$ cat src/rtl/umi_host_arbiter_pkg.sv
// UMI opcode constants, command field positions and arbiter state type
// shared by the two-requester UMI host arbiter.
package umi_arb_pkg;

    localparam logic [4:0] REQ_RD       = 5'h01;
    localparam logic [4:0] REQ_WR       = 5'h03;
    localparam logic [4:0] REQ_WRPOSTED = 5'h05;
    localparam logic [4:0] REQ_RDMA     = 5'h07;
    localparam logic [4:0] REQ_ATOMIC   = 5'h09;

    localparam int unsigned OPCODE_LSB = 0;
    localparam int unsigned OPCODE_MSB = 4;
    localparam int unsigned EOM_BIT    = 22;

    typedef enum logic [1:0] {
        ARB_OPEN  = 2'd0,
        ARB_LOCK0 = 2'd1,
        ARB_LOCK1 = 2'd2
    } arb_state_e;

    // Requests that expect a response and therefore need a return tag.
    function automatic logic is_nonposted(input logic [4:0] opcode);
        case (opcode)
            REQ_RD, REQ_WR, REQ_RDMA, REQ_ATOMIC: return 1'b1;
            REQ_WRPOSTED:                         return 1'b0;
            default:                              return 1'b0;
        endcase
    endfunction

endpackage

$ cat src/rtl/umi_host_arbiter_if.sv
// One UMI channel: valid/ready handshake plus command, addresses and data.
interface umi_host_arbiter_if #(
    parameter int unsigned DW = 32,
    parameter int unsigned CW = 32,
    parameter int unsigned AW = 64
);
    logic          valid;
    logic          ready;
    logic [CW-1:0] cmd;
    logic [AW-1:0] dstaddr;
    logic [AW-1:0] srcaddr;
    logic [DW-1:0] data;

    modport master (output valid, cmd, dstaddr, srcaddr, data, input ready);
    modport slave  (input valid, cmd, dstaddr, srcaddr, data, output ready);
endinterface

$ cat src/rtl/umi_host_arbiter_tag_fifo.sv
// In-order return-tag FIFO: one bit per outstanding non-posted request,
// recording which requester issued it.
module umi_arb_tag_fifo #(
    parameter int unsigned TDEPTH = 8
) (
    input  logic                     clk,
    input  logic                     nreset,
    input  logic                     push,
    input  logic                     push_tag,
    input  logic                     pop,
    output logic                     head,
    output logic                     empty,
    output logic                     full,
    output logic [$clog2(TDEPTH):0] count
);
    localparam int unsigned PW   = $clog2(TDEPTH);
    localparam int unsigned CNTW = PW + 1;

    logic [TDEPTH-1:0] mem;
    logic [PW-1:0]     wr_ptr;
    logic [PW-1:0]     rd_ptr;
    logic              push_en;
    logic              pop_en;

    assign empty   = (count == '0);
    assign full    = (count == CNTW'(TDEPTH));
    assign head    = mem[rd_ptr];
    // A push into a full FIFO is legal only alongside a pop of the old head.
    assign push_en = push && (!full || pop);
    assign pop_en  = pop && !empty;

    always_ff @(posedge clk) begin
        if (!nreset) begin
            wr_ptr <= '0;
            rd_ptr <= '0;
            count  <= '0;
        end else begin
            if (push_en) begin
                mem[wr_ptr] <= push_tag;
                wr_ptr      <= wr_ptr + PW'(1);
            end
            if (pop_en) begin
                rd_ptr <= rd_ptr + PW'(1);
            end
            case ({push_en, pop_en})
                2'b10:   count <= count + CNTW'(1);
                2'b01:   count <= count - CNTW'(1);
                default: count <= count;
            endcase
        end
    end

endmodule

$ cat src/rtl/umi_host_arbiter.sv
// Two-requester UMI host arbiter: round-robin grant locked per packet, responses
// returned to the issuing requester through an in-order tag FIFO.
module umi_host_arbiter
    import umi_arb_pkg::*;
#(
    parameter int unsigned DW     = 32,
    parameter int unsigned CW     = 32,
    parameter int unsigned AW     = 64,
    parameter int unsigned TDEPTH = 8
) (
    input  logic                     clk,
    input  logic                     nreset,
    umi_host_arbiter_if.slave        req0,
    umi_host_arbiter_if.slave        req1,
    umi_host_arbiter_if.master       uhost_req,
    umi_host_arbiter_if.slave        uhost_resp,
    umi_host_arbiter_if.master       resp0,
    umi_host_arbiter_if.master       resp1,
    output logic [$clog2(TDEPTH):0] outstanding,
    output logic                     err_orphan
);
    arb_state_e    state_q, state_d;
    logic          rr_q, rr_d;
    logic          gnt_valid, gnt_idx, gnt_beat_valid;
    logic          accept, tag_push, tag_pop;
    logic [CW-1:0] gnt_cmd;
    logic [AW-1:0] gnt_dstaddr, gnt_srcaddr;
    logic [DW-1:0] gnt_data;
    logic          fifo_head, fifo_empty, fifo_full;

    always_comb begin
        gnt_valid = 1'b0;
        gnt_idx   = 1'b0;
        state_d   = state_q;
        rr_d      = rr_q;
        case (state_q)
            ARB_LOCK0: begin gnt_valid = 1'b1; gnt_idx = 1'b0; end
            ARB_LOCK1: begin gnt_valid = 1'b1; gnt_idx = 1'b1; end
            default: begin
                // New packets only start while a return tag is still available.
                if (!fifo_full) begin
                    if (req0.valid && req1.valid) begin gnt_valid = 1'b1; gnt_idx = rr_q; end
                    else if (req0.valid)          begin gnt_valid = 1'b1; gnt_idx = 1'b0; end
                    else if (req1.valid)          begin gnt_valid = 1'b1; gnt_idx = 1'b1; end
                end
            end
        endcase
        gnt_cmd        = gnt_idx ? req1.cmd     : req0.cmd;
        gnt_dstaddr    = gnt_idx ? req1.dstaddr : req0.dstaddr;
        gnt_srcaddr    = gnt_idx ? req1.srcaddr : req0.srcaddr;
        gnt_data       = gnt_idx ? req1.data    : req0.data;
        gnt_beat_valid = nreset && gnt_valid && (gnt_idx ? req1.valid : req0.valid);
        accept         = gnt_beat_valid && uhost_req.ready;
        tag_push       = accept && gnt_cmd[EOM_BIT] && is_nonposted(gnt_cmd[OPCODE_MSB:OPCODE_LSB]);
        if (accept) begin
            if (gnt_cmd[EOM_BIT]) begin
                state_d = ARB_OPEN;
                rr_d    = ~gnt_idx;
            end else begin
                state_d = gnt_idx ? ARB_LOCK1 : ARB_LOCK0;
            end
        end
    end

    assign uhost_req.valid   = gnt_beat_valid;
    assign uhost_req.cmd     = gnt_cmd;
    assign uhost_req.dstaddr = gnt_dstaddr;
    assign uhost_req.srcaddr = gnt_srcaddr;
    assign uhost_req.data    = gnt_data;
    assign req0.ready        = nreset && gnt_valid && !gnt_idx && uhost_req.ready;
    assign req1.ready        = nreset && gnt_valid &&  gnt_idx && uhost_req.ready;

    // With no tag outstanding the response is swallowed and flagged as orphan.
    assign resp0.valid      = nreset && !fifo_empty && !fifo_head && uhost_resp.valid;
    assign resp1.valid      = nreset && !fifo_empty &&  fifo_head && uhost_resp.valid;
    assign uhost_resp.ready = nreset && (fifo_empty ? 1'b1 : (fifo_head ? resp1.ready : resp0.ready));
    assign tag_pop          = !fifo_empty && uhost_resp.valid && uhost_resp.ready && uhost_resp.cmd[EOM_BIT];

    assign resp0.cmd     = uhost_resp.cmd;
    assign resp0.dstaddr = uhost_resp.dstaddr;
    assign resp0.srcaddr = uhost_resp.srcaddr;
    assign resp0.data    = uhost_resp.data;
    assign resp1.cmd     = uhost_resp.cmd;
    assign resp1.dstaddr = uhost_resp.dstaddr;
    assign resp1.srcaddr = uhost_resp.srcaddr;
    assign resp1.data    = uhost_resp.data;

    umi_arb_tag_fifo #(.TDEPTH(TDEPTH)) u_tag_fifo (
        .clk      (clk),
        .nreset   (nreset),
        .push     (tag_push),
        .push_tag (gnt_idx),
        .pop      (tag_pop),
        .head     (fifo_head),
        .empty    (fifo_empty),
        .full     (fifo_full),
        .count    (outstanding)
    );

    always_ff @(posedge clk) begin
        if (!nreset) begin
            state_q    <= ARB_OPEN;
            rr_q       <= 1'b0;
            err_orphan <= 1'b0;
        end else begin
            state_q <= state_d;
            rr_q    <= rr_d;
            if (uhost_resp.valid && fifo_empty) begin
                err_orphan <= 1'b1;
            end
        end
    end

endmodule
$ cat src/flat_wrapper.sv
// flat-port wrapper written by rule: the top's interface ports become plain ports
module umi_host_arbiter_flat import umi_arb_pkg::*;
#(
    parameter int unsigned DW     = 32,
    parameter int unsigned CW     = 32,
    parameter int unsigned AW     = 64,
    parameter int unsigned TDEPTH = 8
)
  (clk, nreset, outstanding, err_orphan, req0_valid, req0_cmd, req0_dstaddr, req0_srcaddr, req0_data, req0_ready, req1_valid, req1_cmd, req1_dstaddr, req1_srcaddr, req1_data, req1_ready, uhost_req_valid, uhost_req_cmd, uhost_req_dstaddr, uhost_req_srcaddr, uhost_req_data, uhost_req_ready, uhost_resp_valid, uhost_resp_cmd, uhost_resp_dstaddr, uhost_resp_srcaddr, uhost_resp_data, uhost_resp_ready, resp0_valid, resp0_cmd, resp0_dstaddr, resp0_srcaddr, resp0_data, resp0_ready, resp1_valid, resp1_cmd, resp1_dstaddr, resp1_srcaddr, resp1_data, resp1_ready);
  umi_host_arbiter_if #(.DW(DW), .CW(CW), .AW(AW)) req0_i ();
  umi_host_arbiter_if #(.DW(DW), .CW(CW), .AW(AW)) req1_i ();
  umi_host_arbiter_if #(.DW(DW), .CW(CW), .AW(AW)) uhost_req_i ();
  umi_host_arbiter_if #(.DW(DW), .CW(CW), .AW(AW)) uhost_resp_i ();
  umi_host_arbiter_if #(.DW(DW), .CW(CW), .AW(AW)) resp0_i ();
  umi_host_arbiter_if #(.DW(DW), .CW(CW), .AW(AW)) resp1_i ();
  input  logic clk;
  input  logic nreset;
  output logic [$clog2(TDEPTH):0] outstanding;
  output logic err_orphan;
  input wire logic [$bits(req0_i.valid)-1:0] req0_valid;
  input wire logic [$bits(req0_i.cmd)-1:0] req0_cmd;
  input wire logic [$bits(req0_i.dstaddr)-1:0] req0_dstaddr;
  input wire logic [$bits(req0_i.srcaddr)-1:0] req0_srcaddr;
  input wire logic [$bits(req0_i.data)-1:0] req0_data;
  output wire logic [$bits(req0_i.ready)-1:0] req0_ready;
  input wire logic [$bits(req1_i.valid)-1:0] req1_valid;
  input wire logic [$bits(req1_i.cmd)-1:0] req1_cmd;
  input wire logic [$bits(req1_i.dstaddr)-1:0] req1_dstaddr;
  input wire logic [$bits(req1_i.srcaddr)-1:0] req1_srcaddr;
  input wire logic [$bits(req1_i.data)-1:0] req1_data;
  output wire logic [$bits(req1_i.ready)-1:0] req1_ready;
  output wire logic [$bits(uhost_req_i.valid)-1:0] uhost_req_valid;
  output wire logic [$bits(uhost_req_i.cmd)-1:0] uhost_req_cmd;
  output wire logic [$bits(uhost_req_i.dstaddr)-1:0] uhost_req_dstaddr;
  output wire logic [$bits(uhost_req_i.srcaddr)-1:0] uhost_req_srcaddr;
  output wire logic [$bits(uhost_req_i.data)-1:0] uhost_req_data;
  input wire logic [$bits(uhost_req_i.ready)-1:0] uhost_req_ready;
  input wire logic [$bits(uhost_resp_i.valid)-1:0] uhost_resp_valid;
  input wire logic [$bits(uhost_resp_i.cmd)-1:0] uhost_resp_cmd;
  input wire logic [$bits(uhost_resp_i.dstaddr)-1:0] uhost_resp_dstaddr;
  input wire logic [$bits(uhost_resp_i.srcaddr)-1:0] uhost_resp_srcaddr;
  input wire logic [$bits(uhost_resp_i.data)-1:0] uhost_resp_data;
  output wire logic [$bits(uhost_resp_i.ready)-1:0] uhost_resp_ready;
  output wire logic [$bits(resp0_i.valid)-1:0] resp0_valid;
  output wire logic [$bits(resp0_i.cmd)-1:0] resp0_cmd;
  output wire logic [$bits(resp0_i.dstaddr)-1:0] resp0_dstaddr;
  output wire logic [$bits(resp0_i.srcaddr)-1:0] resp0_srcaddr;
  output wire logic [$bits(resp0_i.data)-1:0] resp0_data;
  input wire logic [$bits(resp0_i.ready)-1:0] resp0_ready;
  output wire logic [$bits(resp1_i.valid)-1:0] resp1_valid;
  output wire logic [$bits(resp1_i.cmd)-1:0] resp1_cmd;
  output wire logic [$bits(resp1_i.dstaddr)-1:0] resp1_dstaddr;
  output wire logic [$bits(resp1_i.srcaddr)-1:0] resp1_srcaddr;
  output wire logic [$bits(resp1_i.data)-1:0] resp1_data;
  input wire logic [$bits(resp1_i.ready)-1:0] resp1_ready;
  assign req0_i.valid = req0_valid;
  assign req0_i.cmd = req0_cmd;
  assign req0_i.dstaddr = req0_dstaddr;
  assign req0_i.srcaddr = req0_srcaddr;
  assign req0_i.data = req0_data;
  assign req0_ready = req0_i.ready;
  assign req1_i.valid = req1_valid;
  assign req1_i.cmd = req1_cmd;
  assign req1_i.dstaddr = req1_dstaddr;
  assign req1_i.srcaddr = req1_srcaddr;
  assign req1_i.data = req1_data;
  assign req1_ready = req1_i.ready;
  assign uhost_req_valid = uhost_req_i.valid;
  assign uhost_req_cmd = uhost_req_i.cmd;
  assign uhost_req_dstaddr = uhost_req_i.dstaddr;
  assign uhost_req_srcaddr = uhost_req_i.srcaddr;
  assign uhost_req_data = uhost_req_i.data;
  assign uhost_req_i.ready = uhost_req_ready;
  assign uhost_resp_i.valid = uhost_resp_valid;
  assign uhost_resp_i.cmd = uhost_resp_cmd;
  assign uhost_resp_i.dstaddr = uhost_resp_dstaddr;
  assign uhost_resp_i.srcaddr = uhost_resp_srcaddr;
  assign uhost_resp_i.data = uhost_resp_data;
  assign uhost_resp_ready = uhost_resp_i.ready;
  assign resp0_valid = resp0_i.valid;
  assign resp0_cmd = resp0_i.cmd;
  assign resp0_dstaddr = resp0_i.dstaddr;
  assign resp0_srcaddr = resp0_i.srcaddr;
  assign resp0_data = resp0_i.data;
  assign resp0_i.ready = resp0_ready;
  assign resp1_valid = resp1_i.valid;
  assign resp1_cmd = resp1_i.cmd;
  assign resp1_dstaddr = resp1_i.dstaddr;
  assign resp1_srcaddr = resp1_i.srcaddr;
  assign resp1_data = resp1_i.data;
  assign resp1_i.ready = resp1_ready;
  umi_host_arbiter #(.DW(DW), .CW(CW), .AW(AW), .TDEPTH(TDEPTH)) u_core (.clk(clk), .nreset(nreset), .req0(req0_i), .req1(req1_i), .uhost_req(uhost_req_i), .uhost_resp(uhost_resp_i), .resp0(resp0_i), .resp1(resp1_i), .outstanding(outstanding), .err_orphan(err_orphan));
endmodule
$ cat config.mk
export PLATFORM = sky130hd
export DESIGN_NAME = umi_host_arbiter_flat
export DESIGN_NICKNAME = d
export VERILOG_FILES = /design/src/rtl/umi_host_arbiter_pkg.sv /design/src/rtl/umi_host_arbiter_if.sv /design/src/rtl/umi_host_arbiter_tag_fifo.sv /design/src/rtl/umi_host_arbiter.sv /design/src/flat_wrapper.sv
export SDC_FILE = /design/constraint.sdc
export NUM_CORES = 1
export LEC_CHECK = 0
export BUFFER_PORTS_ARGS = -buffer_cell sky130_fd_sc_hd__buf_2
export CAP_MARGIN = 15
export CORE_AREA = 4 4 460 462
export DETAILED_ROUTE_END_ITERATION = 8
export DIE_AREA = 0 0 464 466
export HOLD_SLACK_MARGIN = 0.12
export PLACE_DENSITY = 0.3
export RECOVER_POWER = 100
export SETUP_SLACK_MARGIN = 0.5
export SYNTH_ARGS = -nofsm -noshare
export SYNTH_HDL_FRONTEND = slang
export SYNTH_SLANG_ARGS = --single-unit
export TNS_END_PERCENT = 1
$ cat constraint.sdc
create_clock -name clk -period 4.4 [get_ports clk]
set_clock_uncertainty 0.05 [all_clocks]
set_input_delay 0.66 -clock clk [delete_from_list [all_inputs] [get_ports clk]]
set_output_delay 0.66 -clock clk [all_outputs]
set_load 0.005 [all_outputs]
==> out/metrics.yaml, run 1 <==
die:
  die_h_um: 466
  dieArea_um2: 216200
  ios: 1171
  start_util: 0.03131
  rows: 167
  die_x_um: 464
  core_area_um2: 207100
place:
  placed_cell_area_um2: 10030
  io_buffers: 597
  hpwl_um: 134200
  place.gp.congestion: 0.8267
cells_and_area:
  nFillCells: 24740
  nets: 1541
  syn_to_final_growth_pct: 53.49
  fin_area_um2: 9952
  drive_gt1_frac: 0.6502
timing:
  setup_viol: 0
  hold_violations: 0
  slew_violations: 0
  max_freq_ghz: 0.2586
  tns_ns: 0
  min_period_ns: 3.867
  tightest_slew_ns: 0.8413
  min_period_over_period: 0.8788
  slew_headroom: 0.4415
  rsz0062_at_grt: "false"
clock_network:
  clock_latency_ns: 0.26
  ctsHoldBuffers: 0
  cts_buffers: 3
  clk_path_buf_depth: 2
  htreeDepth: 1
  root_buffer: "clkbuf_16"
  cts.sinks: 22
  postCtsSetupRepairBufs: 0
  cts_tree: "yes"
  clk_pin_slew_worst_paths_ns: 0.07
yosys:
  ys_seq_area_frac: 0.08028
  ys_types: 39
  synth_edf_count: 8
  synth_area_leaders: "buf_4 45%, mux2_2 33%, dfxtp_1 4.3%"
  netlist_instances: 748
  syn_area_um2: 6484
  syn_nets: 1339
  yosysTopAreaCell: "buf_4"
  async_flop_share: 0
  synth_flop_cell: "dfxtp_1"
  yosys_warnings: 0
  ys_ff_latch: 22
  syn_avg_cell_area_um2: 8.668
  synth_top_area_frac: 0.4458
min_path:
  hold_class: "flop to flop"
detailed_routing:
  routed_wl_um: 138500
  drc_errors: 0
  wl_per_cell_um: 36.87
  antenna_left: 0
  dr.pass1.iters: 4
  drt_iter0_markers: 250
  vias_per_cell: 1.824
  num_vias: 6849
setup_path:
  crit_arrival_ns: 3.16
  required_ns: 3.69
  cp-start-kind: "flop"
  worstPathCellList: "inv_1 > ha_1 > inv_1 > o41a_4 > buf_12 > clkbuf_1 > mux2_2 > clkbuf_1"
  max_stage_delay_ns: 0.56
  slowest_stage: "o41a_4"
  critPathMaxFanout: 94
  path_class: "flop to output pin"
  cp-end-kind: "output pin"
power_and_ir_drop:
  power_density_nw_per_um2: 142.1
  vdd_ir_drop_max_uv: 100.1
  p_leak_nw: 3.348
global_route:
  grt_max_degree: 95
  grt_pass1_wl_um: 152700
  antenna_found_initial: 146
  gr-total-overflow: 0
  grt_pass1_vias: 6698
  grt_usage: 0.1208
outcome:
  status: "finished, final reports clean"
flow_run:
  max_cap_violations: 0
[per-stage QoR]
stage / util / hold slack [ns] / power (W) / std cells / worst slack [ns]
after global routing: 0.04788 / 0.4935 / 0.001548 / 3740 / 0.2806
final: 0.04806 / 0.4370 / 0.001414 / 3755 / 0.5333
after CTS: 0.04882 / 0.4322 / 0.001546 / 3737 / 0.6515
after global placement: 0.04844 / 0.4203 / 0.001340 / 3733 / 0.3357
after detailed placement: 0.04844 / 0.4159 / 0.001336 / 3733 / 0.5376
after floorplan: - / 0.3996 / 0.0007863 / 748 / 1.056
[cells in the mapped netlist, drive strengths merged, types with 3 or more instances]
| cell type | n |
|---|---|
| inv | 15 |
| mux2 | 189 |
| nor4 | 3 |
| nor2 | 12 |
| clkbuf | 3 |
| a21oi | 9 |
| buf | 406 |
| nand2 | 30 |
| mux2i | 6 |
| or4 | 3 |
| ha | 6 |
| nor3 | 6 |
| o21ai | 8 |
| nor4b | 5 |
| dfxtp | 14 |
| edfxtp | 8 |
| xor2 | 3 |
| nand3 | 3 |
[report_power, final]
part / total, W / switching [W] / internal [W]
registers: 0.000215 / 0.00000156 / 0.000213
clock network: 0.000202 / 0.0000807 / 0.000122
logic: 0.000997 / 0.000641 / 0.000356
total: 0.00141 / 0.000723 / 0.000691
[flip-flops by register name, summed over array words and instances, names as in the netlist]
name / count
u_core.state_q: 2
u_core.u_tag_fifo.wr_ptr: 3
u_core.u_tag_fifo.count: 4
u_core.rr_q: 1
u_core.u_tag_fifo.mem: 8
u_core.err_orphan: 1
u_core.u_tag_fifo.rd_ptr: 3
[worst max-delay path: cells and delay by family, from the launching register on]
family          cells  cell delay (ns)
compound gates      1             0.56
fa+ha+maj           1             0.35
buf+inv             5             1.21
flops               1             0.33
mux                 1             0.31
[logic make-up (layout without fill, tap and decap cells)]
logic type / after synthesis / count (layout) / synth area share
flops: 22 / 22 / 0.08028
fa+ha+maj: 7 / 7 / 0.01467
mux: 197 / 197 / 0.3481
other cells: 0 / 18 / 0
compound gates: 24 / 24 / 0.02239
xor+xnor: 4 / 4 / 0.005404
simple gates: 70 / 70 / 0.05577
buf+inv: 424 / 625 / 0.4734
[layer usage]
layer | wire length, um | vias to the layer above | track usage | share of wire
met1 | 28690 | 2828 | 0.07617 | 0.21
met5 | 176 | - | 0.0002196 | 0.0013
met2 | 65810 | 1015 | 0.2091 | 0.48
met4 | 6257 | 28 | 0.03555 | 0.045
li1 | - | 2545 | - | -
met3 | 37520 | 433 | 0.1476 | 0.27
[cell usage in the layout, fill, tap and decap left out, types with 9 or more instances in the layout]
master	instances
mux2_1	43
nand2_1	30
dfxtp_1	14
a21oi_1	9
mux2_2	146
nor2_1	12
clkbuf_1	140
diode_2	18
buf_2	461
inv_1	15
[final timing paths]
check / startpoint / endpoint / slack (ns) / cells past startpoint
max: u_core.state_q[0] / uhost_req_srcaddr[25] / 0.53 / 8
min: u_core.err_orphan / u_core.err_orphan / 0.44 / 2
max reg2reg: u_core.u_tag_fifo.rd_ptr[0] / u_core.u_tag_fifo.count[3] / 0.63 / 11
min reg2reg: u_core.err_orphan / u_core.err_orphan / 0.44 / 2
[final cells by class]
class / count / area [um2] / area share
Antenna cell: 18 / 45.04 / 0.004526
Clock buffer: 3 / 75.07 / 0.007543
Clock inverter: 1 / 3.754 / 0.0003772
Inverter: 15 / 56.30 / 0.005658
Multi-Input combinational cell: 302 / 2880 / 0.2894
Sequential cell: 22 / 520.5 / 0.05230
Tap cell: 2788 / 3488 / 0.3505
Timing Repair Buffer: 606 / 2883 / 0.2897
[what timing repair did]
item,CTS,global route
setup endpoints to repair,0,1
resized for setup,0,1
hold endpoints to repair,0,0
(Power assumes the default switching activity.)
==> run 2: changes to the inputs <==
CORE_AREA = 4 4 458 460   (was 4 4 460 462)
DIE_AREA = 0 0 462 464   (was 0 0 464 466)
clock period = 4.7 ns   (was 4.4 ns; I/O delays follow)
==> run 2 against run 1 <==
  * Setup slack better by 0.15 ns
  * Routed wire length up 0.84%
  * Final cell count down 2.3%
  * Die area down 0.86%
  * Utilization about the same
  * Via count down 0.60%
  * Sequential cell count unchanged
  * Combinational power down 3.7%
  * Critical endpoint is now uhost_req_cmd[22]
  * Largest power group unchanged
==> out/metrics.yaml, run 2 (synthesis results as in run 1) <==
min_path:
  hold_class: "flop to flop"
  min_from: "u_core.state_q[0]"
  hold_end: "u_core.state_q[0]"
  min_delay_path_depth: 2
place:
  place_inst: 3648
  place.gp.congestion: 0.8589
  io_buffers: 597
  place_ws_ns: 1.071
  hpwl_um: 135700
detailed_routing:
  wl_per_cell_um: 38.06
  dr.pass1.iters: 4
  antenna_left: 0
  routed_wl_um: 139600
  drt_iter0_markers: 280
  vias_per_cell: 1.856
  drc_errors: 0
  num_vias: 6808
clock_network:
  root_buffer: "clkbuf_16"
  cts_buffers: 3
  cts.sinks: 22
  cts_tree: "yes"
  postCtsSetupRepairBufs: 0
  clk_pin_slew_worst_paths_ns: 0.06
  htreeDepth: 1
  clock_latency_ns: 0.26
  ctsHoldBuffers: 0
  cts_resized: 0
  clk_path_buf_depth: 2
cells_and_area:
  largest_registers: "u_core.u_tag_fifo.mem (8), u_core.u_tag_fifo.count (4)"
  nets: 1540
  final_util: 0.04790
  nFillCells: 24620
  largest_reg_flops: 8
  final_common_cell: "buf_2"
  fin_cells: 3668
  largest_register: "u_core.u_tag_fifo.mem"
  drive_gt1_frac: 0.6519
  syn_to_final_growth_pct: 52.22
  final_cell_mix: "450 x buf_2, 155 x mux2_2, 149 x clkbuf_1"
global_route:
  antenna_found_initial: 125
  gr-total-overflow: 0
  grt_pass1_vias: 6584
  grt_pass1_wl_um: 153500
  grt_usage: 0.1236
  grt_max_degree: 54
power_and_ir_drop:
  power.clock.fraction: 0.175
  power_density_nw_per_um2: 142.5
  vdd_ir_drop_max_uv: 140.9
  switching_power_w: 0.0007020
  cellInternalPower_w: 0.0007041
  power.share.sequential: 0.143
  swShare: 0.4993
  power_frac_comb: 0.682
  p_leak_nw: 3.339
timing:
  setup_viol: 0
  tightest_slew_ns: 1.351
  min_period_ns: 4.019
  tns_ns: 0
  fin_ws_ns: 0.6806
  hold_violations: 0
  max_freq_ghz: 0.2488
  rsz0062_at_grt: "false"
  slew_headroom: 0.09939
  slew_violations: 0
  min_period_over_period: 0.8552
setup_path:
  slowest_stage: "clkbuf_1"
  critPathMaxFanout: 41
  max_stage_delay_ns: 0.57
  reg2reg_slack_ns: 0.89
  cp-end-kind: "output pin"
  worst_path_most_repeated_cell: "inv_1"
  worstPathCellList: "inv_1 > ha_1 > inv_1 > o41a_2 > buf_12 > buf_4 > inv_1 > nand2_1 > nand2_1 > clkbuf_1"
  crit_buf_inv: 6
  ff2ff_path_depth: 11
  critical-path-top-delay-family: "buffers and inverters"
  path_class: "flop to output pin"
  crit_arrival_ns: 3.26
  cp-startpoint: "u_core.state_q[0]"
  cp-start-kind: "flop"
  r2r_end: "u_core.u_tag_fifo.count[3]"
  required_ns: 3.94
  r2r-start: "u_core.u_tag_fifo.rd_ptr[0]"
flow_run:
  max_cap_violations: 0
die:
  rows: 167
  dieArea_um2: 214400
  die_x_um: 462
  ios: 1171
  start_util: 0.03147
  core_area_um2: 206000
  die_h_um: 464
outcome:
  status: "finished, final reports clean"
-- run 2: per-layer routing --
metal / vias up / routed length, um / GRT usage
met5: - / 175 / 0
met4: 22 / 4396 / 0.02255
met3: 358 / 36200 / 0.1460
met2: 971 / 68950 / 0.2229
met1: 2916 / 29900 / 0.07841
li1: 2541 / - / -
-- run 2: metrics by stage --
| stage | hold slack, ns | total power [W] | instance area, um2 |
|---|---|---|---|
| global placement | 0.4017 | 0.001288 | 9941 |
| floorplan | 0.3996 | 0.0007361 | 6484 |
| global route | 0.4444 | 0.001528 | 9829 |
| detailed placement | 0.4215 | 0.001287 | 9941 |
| finish | 0.4253 | 0.001406 | 9869 |
| CTS | 0.4307 | 0.001538 | 10050 |
-- run 2: worst max path at each step --
stage                                 end  depth (start not counted)
3_5_place_dp   u_core.u_tag_fifo.count[3]                         12
3_3_place_gp   u_core.u_tag_fifo.count[3]                         12
4_1_cts                  uhost_req_cmd[2]                         10
2_1_floorplan  u_core.u_tag_fifo.count[3]                         12
6_report                uhost_req_cmd[22]                         10
5_1_grt                  uhost_req_cmd[3]                         10
-- run 2: worst reg2reg max path: stages, from the launching register on --
cell and delay [ns]:
dfxtp_1 0.41, mux4_1 0.58, mux2_1 0.37, mux2i_1 0.56
a211o_2 0.38, ha_1 0.23, ha_1 0.24, a21o_1 0.18
a21oi_1 0.18, xnor2_1 0.10, or3_1 0.30, a21oi_1 0.15
-- run 2: final cells by class --
class                      instances  area, um2  area share
tap                             2704       3383      0.3428
clock inverter                     1      30.03    0.003043
inverter                          15      56.30    0.005705
antenna                           16      40.04    0.004057
sequential                        22      520.5     0.05274
multi-input combinational        302       2873      0.2911
timing repair buffer             605       2892      0.2930
clock buffer                       3      75.07    0.007606
-- run 2: power groups by stage --
| stage | Clock (W) | Combinational (W) | Sequential (W) |
|---|---|---|---|
| 4_1_cts | 0.000250 | 0.00109 | 0.000201 |
| 5_1_grt | 0.000259 | 0.00107 | 0.000201 |
| 6_report | 0.000245 | 0.000960 | 0.000201 |
| 2_1_floorplan | 0 | 0.000531 | 0.000205 |
| 3_3_place_gp | 0 | 0.00108 | 0.000205 |
| 3_5_place_dp | 0 | 0.00108 | 0.000205 |
